File: src/rtl/transmit_ordered_set_pkg.sv
// Shared 1000BASE-X PCS constants: ordered-set octets, disparity polarity, the
// transmit state enum and its transition function.
package transmit_ordered_set_pkg;

  localparam logic [7:0] K28_5 = 8'hBC;
  localparam logic [7:0] K27_7 = 8'hFB;
  localparam logic [7:0] K29_7 = 8'hFD;
  localparam logic [7:0] K23_7 = 8'hF7;
  localparam logic [7:0] D5_6  = 8'hC5;
  localparam logic [7:0] D16_2 = 8'h50;

  localparam logic RD_NEG = 1'b0;
  localparam logic RD_POS = 1'b1;

  localparam logic [9:0] K28_5_NEG_CODE = 10'b0011111010;

  typedef enum logic [2:0] {
    IDLE_K,
    IDLE_D,
    SOP,
    DATA,
    EPD_T,
    EPD_R,
    EPD_R2
  } tx_state_t;

  // cur_even is the parity of the slot holding the current code-group.
  function automatic tx_state_t tx_next_state(input tx_state_t cur, input logic tx_en,
                                              input logic cur_even);
    tx_state_t nxt;
    unique case (cur)
      IDLE_K:    nxt = IDLE_D;
      IDLE_D:    nxt = tx_en ? SOP : IDLE_K;
      SOP, DATA: nxt = tx_en ? DATA : EPD_T;
      EPD_T:     nxt = EPD_R;
      EPD_R:     nxt = cur_even ? EPD_R2 : IDLE_K;
      EPD_R2:    nxt = IDLE_K;
      default:   nxt = IDLE_K;
    endcase
    return nxt;
  endfunction

endpackage

File: src/rtl/transmit_ordered_set_encoder_8b10b.sv
// Combinational 8b/10b encoder; output bit order {a,b,c,d,e,i,f,g,h,j}.
// The tables hold the RD- column; the RD+ column is derived by complementing.
module encoder_8b10b
  import transmit_ordered_set_pkg::*;
(
  input  logic [7:0] octet,
  input  logic       is_k,
  input  logic       rd_in,
  output logic [9:0] code,
  output logic       rd_out
);

  logic [4:0] x;
  logic [2:0] y;
  logic [5:0] six_base;
  logic [3:0] data4;
  logic [3:0] four_base;
  logic       six_unbal;
  logic       four_unbal;
  logic       rd_mid;
  logic       a7;
  logic       six_flip;
  logic       four_flip;

  assign x = octet[4:0];
  assign y = octet[7:5];

  always_comb begin
    six_base = 6'b100111;
    unique case (x)
      5'd0:  six_base = 6'b100111;
      5'd1:  six_base = 6'b011101;
      5'd2:  six_base = 6'b101101;
      5'd3:  six_base = 6'b110001;
      5'd4:  six_base = 6'b110101;
      5'd5:  six_base = 6'b101001;
      5'd6:  six_base = 6'b011001;
      5'd7:  six_base = 6'b111000;
      5'd8:  six_base = 6'b111001;
      5'd9:  six_base = 6'b100101;
      5'd10: six_base = 6'b010101;
      5'd11: six_base = 6'b110100;
      5'd12: six_base = 6'b001101;
      5'd13: six_base = 6'b101100;
      5'd14: six_base = 6'b011100;
      5'd15: six_base = 6'b010111;
      5'd16: six_base = 6'b011011;
      5'd17: six_base = 6'b100011;
      5'd18: six_base = 6'b010011;
      5'd19: six_base = 6'b110010;
      5'd20: six_base = 6'b001011;
      5'd21: six_base = 6'b101010;
      5'd22: six_base = 6'b011010;
      5'd23: six_base = 6'b111010;
      5'd24: six_base = 6'b110011;
      5'd25: six_base = 6'b100110;
      5'd26: six_base = 6'b010110;
      5'd27: six_base = 6'b110110;
      5'd28: six_base = is_k ? 6'b001111 : 6'b001110;
      5'd29: six_base = 6'b101110;
      5'd30: six_base = 6'b011110;
      5'd31: six_base = 6'b101011;
      default: six_base = 6'b100111;
    endcase
  end

  // D.7 is balanced but still has distinct RD-/RD+ forms (111000 / 000111).
  assign six_unbal = ($countones(six_base) != 3);
  assign six_flip  = rd_in && (six_unbal || (!is_k && x == 5'd7));
  assign rd_mid    = rd_in ^ six_unbal;

  // Alternate D.x.7 avoids a run of five identical bits across the sub-block boundary.
  assign a7 = !is_k && (y == 3'd7) &&
              ((!rd_mid && (x == 5'd17 || x == 5'd18 || x == 5'd20)) ||
               ( rd_mid && (x == 5'd11 || x == 5'd13 || x == 5'd14)));

  always_comb begin
    data4 = 4'b1011;
    unique case (y)
      3'd0: data4 = 4'b1011;
      3'd1: data4 = 4'b1001;
      3'd2: data4 = 4'b0101;
      3'd3: data4 = 4'b1100;
      3'd4: data4 = 4'b1101;
      3'd5: data4 = 4'b1010;
      3'd6: data4 = 4'b0110;
      3'd7: data4 = 4'b1110;
      default: data4 = 4'b1011;
    endcase
    four_base = data4;
    if (y == 3'd7 && (is_k || a7))
      four_base = 4'b0111;
    else if (is_k && (y == 3'd1 || y == 3'd2 || y == 3'd5 || y == 3'd6))
      four_base = ~data4;
  end

  assign four_unbal = ($countones(four_base) != 2);
  assign four_flip  = rd_mid && (is_k || four_unbal || y == 3'd3);
  assign rd_out     = rd_mid ^ four_unbal;

  assign code = {six_flip ? ~six_base : six_base, four_flip ? ~four_base : four_base};

endmodule

File: src/rtl/transmit_ordered_set.sv
// 1000BASE-X PCS transmit: frames GMII TX_EN/TXD into /I/ /S/ /D/ /T/ /R/ ordered
// sets and drives one registered 8b/10b code-group per clock.
module transmit_ordered_set
  import transmit_ordered_set_pkg::*;
(
  input  logic       clk,
  input  logic       reset,
  input  logic       TX_EN,
  input  logic [7:0] TXD,
  output logic [9:0] tx_code_group,
  output logic       tx_even
);

  tx_state_t  state_reg;
  tx_state_t  state_next;
  logic       rd_reg;        // disparity the current code-group was encoded from
  logic       rd_after_reg;  // disparity after the current code-group
  logic [7:0] enc_octet;
  logic       enc_is_k;
  logic [9:0] enc_code;
  logic       enc_rd_out;

  assign state_next = tx_next_state(state_reg, TX_EN, tx_even);

  always_comb begin
    enc_octet = K28_5;
    enc_is_k  = 1'b1;
    unique case (state_next)
      IDLE_K: enc_octet = K28_5;
      IDLE_D: begin
        // rd_reg here is the disparity at the K28.5 just sent.
        enc_is_k  = 1'b0;
        enc_octet = (rd_reg == RD_POS) ? D5_6 : D16_2;
      end
      SOP:    enc_octet = K27_7;
      DATA: begin
        enc_is_k  = 1'b0;
        enc_octet = TXD;
      end
      EPD_T:  enc_octet = K29_7;
      EPD_R, EPD_R2: enc_octet = K23_7;
      default: enc_octet = K28_5;
    endcase
  end

  encoder_8b10b u_encoder (
    .octet  (enc_octet),
    .is_k   (enc_is_k),
    .rd_in  (rd_after_reg),
    .code   (enc_code),
    .rd_out (enc_rd_out)
  );

  // The reset code-group counts as K28.5 sent from RD-, leaving RD+ behind it.
  always_ff @(posedge clk or posedge reset) begin
    if (reset) begin
      state_reg     <= IDLE_K;
      rd_reg        <= RD_NEG;
      rd_after_reg  <= RD_POS;
      tx_code_group <= K28_5_NEG_CODE;
      tx_even       <= 1'b1;
    end else begin
      state_reg     <= state_next;
      rd_reg        <= rd_after_reg;
      rd_after_reg  <= enc_rd_out;
      tx_code_group <= enc_code;
      tx_even       <= ~tx_even;
    end
  end

endmodule

File: config.mk
export PLATFORM = sky130hd
export DESIGN_NAME = transmit_ordered_set
export DESIGN_NICKNAME = d
export VERILOG_FILES = /design/src/rtl/transmit_ordered_set_pkg.sv /design/src/rtl/transmit_ordered_set_encoder_8b10b.sv /design/src/rtl/transmit_ordered_set.sv
export SDC_FILE = /design/constraint.sdc
export NUM_CORES = 1
export LEC_CHECK = 0
export ABC_AREA = 1
export ABC_CLOCK_PERIOD_IN_PS = 13500
export BUFFER_PORTS_ARGS = -buffer_cell sky130_fd_sc_hd__buf_2
export CORE_MARGIN = 2
export CORE_UTILIZATION = 62
export DETAILED_ROUTE_END_ITERATION = 8
export HOLD_SLACK_MARGIN = 0.08
export PLACE_DENSITY = 0.84
export SLEW_MARGIN = 20
export SYNTH_ARGS = -nofsm -noshare
export SYNTH_HDL_FRONTEND = slang
export SYNTH_HIERARCHICAL = 1
export SYNTH_SLANG_ARGS = --single-unit
File: constraint.sdc
create_clock -name clk -period 13.5 [get_ports clk]
set_input_delay 1.35 -clock clk [delete_from_list [all_inputs] [get_ports clk]]
set_output_delay 1.35 -clock clk [all_outputs]
set_load 0.01 [all_outputs]
==> flow_metrics.tcl <==
set metrics [dict create \
    status "finished, final reports clean" \
    grt_max_degree 17 \
    num_rows 18 \
    routabilityCongestion 0.934 \
    fin_area_um2 1810 \
    min_delay_path_depth 0 \
    period_minus_slack_ps 7690 \
    yosysSeqAreaShare 0.247 \
    maxSlewViolCount 0 \
    place_area_um2 1780 \
    cpPeakStageDelay_ps 600 \
    worst_slew_margin_rel 0.604 \
    tightestPinTransition_ps 593 \
    critPathCaptureType "register" \
    worstSetupPathType "input pin to register" \
    core-area_um2 2500 \
    start_util 0.664 \
    fin_nets 287 \
    cts_tree "yes" \
    clk_pin_slew_worst_paths_ps 90 \
    synth_ff_type "dfstp_2" \
    clockBufferDepth 2 \
    final_common_cell "nand2_1" \
    crit_slowest_cell "inv_1" \
    post_cts_buffers 0 \
    netlist_area_um2 1660 \
    reg2regPathDepth 33 \
    antenna_cells 0 \
    synth_top_area_share 0.133 \
    synth_edf_count 0 \
    syn_inst 244 \
    wire_per_inst_um 12.8 \
    avgViaCountPerCell 5.94 \
    crit_path_start_kind "input pin" \
    ios 22 \
    fillers 226 \
    die_h_um 55.7 \
    port_buffers 21 \
    holdWs_ps 432 \
    track_usage 0.257 \
    vias 1751 \
    dieArea_um2 3110 \
    antenna_found_initial 0 \
    avgSynthCellArea_um2 6.80 \
    synth.largest_area_cell "nand2_1" \
    ant_nets 0 \
    htreeDepth 1 \
    cts.sinks 16 \
    routed_wl_um 3780 \
    grt_pass1_vias 1568 \
    cts-resized-gates 0 \
    setup_tns_ps 0 \
    skew_ps 5.08 \
    clk_latency_ps 280 \
    cp_common_cell "nand2_1" \
    max_cap_viol_count 0 \
    period_share 0.569 \
    dp_hpwl_um 2920 \
    cp_max_fo 16 \
    drc 0 \
    yosys_warnings 6 \
    drive_gt1_frac 0.192 \
    dr.pass1.iters 6 \
    crit_arrival_ps 7870 \
    overflow 0 \
    ys_types 33 \
    hold_violations 0 \
    required_ps 13680 \
    rsz0062_at_grt "no" \
    cts-hold-fix-buffers 0 \
    grt_first_pass_wirelength_um 6580 \
    syn_nets 265 \
    chipWidth_um 55.7 \
    mostFrequentLayoutCells "nand2_1, nand3_1, inv_1" \
    max_freq_mhz 130 \
    hold_class "register to register" \
    areaGrowthSynthToFinish_pct 9.28 \
    synth_area_leaders "nand2_1, dfstp_2, nand3_1" \
    cts-root-buf "clkbuf_4" \
    numCtsBuffers 3 \
    drt_iter0_drc 127 \
    report.final.setup_viol 0 \
    ys_seq_elements 16 \
    async_reset_ff_frac 1.00 \
    largest_reg_flops 10 \
]
[synthesized netlist by cell type (2+ instances only)]
library cell / n
nand2_1: 59
nand3_1: 42
inv_1: 31
nor2_1: 23
nand4_1: 10
dfrtp_1: 8
dfstp_2: 8
ha_1: 7
xor2_1: 7
o211ai_1: 6
a21oi_1: 4
inv_2: 4
fa_1: 3
nand2_2: 3
nor2_2: 3
o21ai_0: 3
buf_2: 2
buf_4: 2
nand3_2: 2
nand3_4: 2
nor3_1: 2
o22ai_1: 2
[per-stage QoR]
step / util / cells / setup WS (ps)
after floorplan: - / 244 / 6840
after global placement: 0.711 / 291 / 5850
after detailed placement: 0.711 / 291 / 5610
after CTS: 0.725 / 295 / 5930
after global routing: 0.725 / 295 / 5270
final: 0.725 / 295 / 5810
[worst max-delay path, delay by kind of cell]
family                     cells  cell delay (ps)
buffers and inverters          6             1040
and+or+nand+nor               17             2400
AOI/OAI and AO/OA              3              550
adders and majority gates      7             2530
[routing by layer]
layer,global-route usage,routed length [um]
met1,0.327,1620
met2,0.449,1880
met3,0.0558,236
met4,0.0488,39
met5,0,0
[layout make-up]
type | count | area [um^2] | area share
Tap cell | 30 | 37.5 | 0.0207
Inverter | 35 | 131 | 0.0725
Multi-Input combinational cell | 189 | 1090 | 0.602
Clock buffer | 4 | 36.3 | 0.0200
Sequential cell | 16 | 410 | 0.226
Timing Repair Buffer | 21 | 105 | 0.0580
[path summary, 6_finish.rpt]
path / endpoint / slack [ps] / start
hold / removal: rd_reg$_DFF_PP0_ / 430 / rd_after_reg$_DFF_PP1_
setup reg to reg: tx_code_group[0]$_DFF_PP0_ / 6410 / state_reg[1]$_DFF_PP0_
max in group asynchronous: tx_code_group[8]$_DFF_PP0_ / 12000 / reset
hold reg to reg: rd_reg$_DFF_PP0_ / 430 / rd_after_reg$_DFF_PP1_
setup / recovery: tx_code_group[0]$_DFF_PP0_ / 5810 / TX_EN
min in group asynchronous: state_reg[0]$_DFF_PP0_ / 1110 / reset
[cells by family after synthesis]
family | Yosys count | synth area share
simple gates | 152 | 0.443
buf+inv | 39 | 0.0943
compound gates | 19 | 0.0845
flops | 16 | 0.247
fa+ha+maj | 10 | 0.0890
xor+xnor | 8 | 0.0422
Power is not shown: default switching activity piles up to over one toggle a cycle in this logic, so the estimate is an artifact.
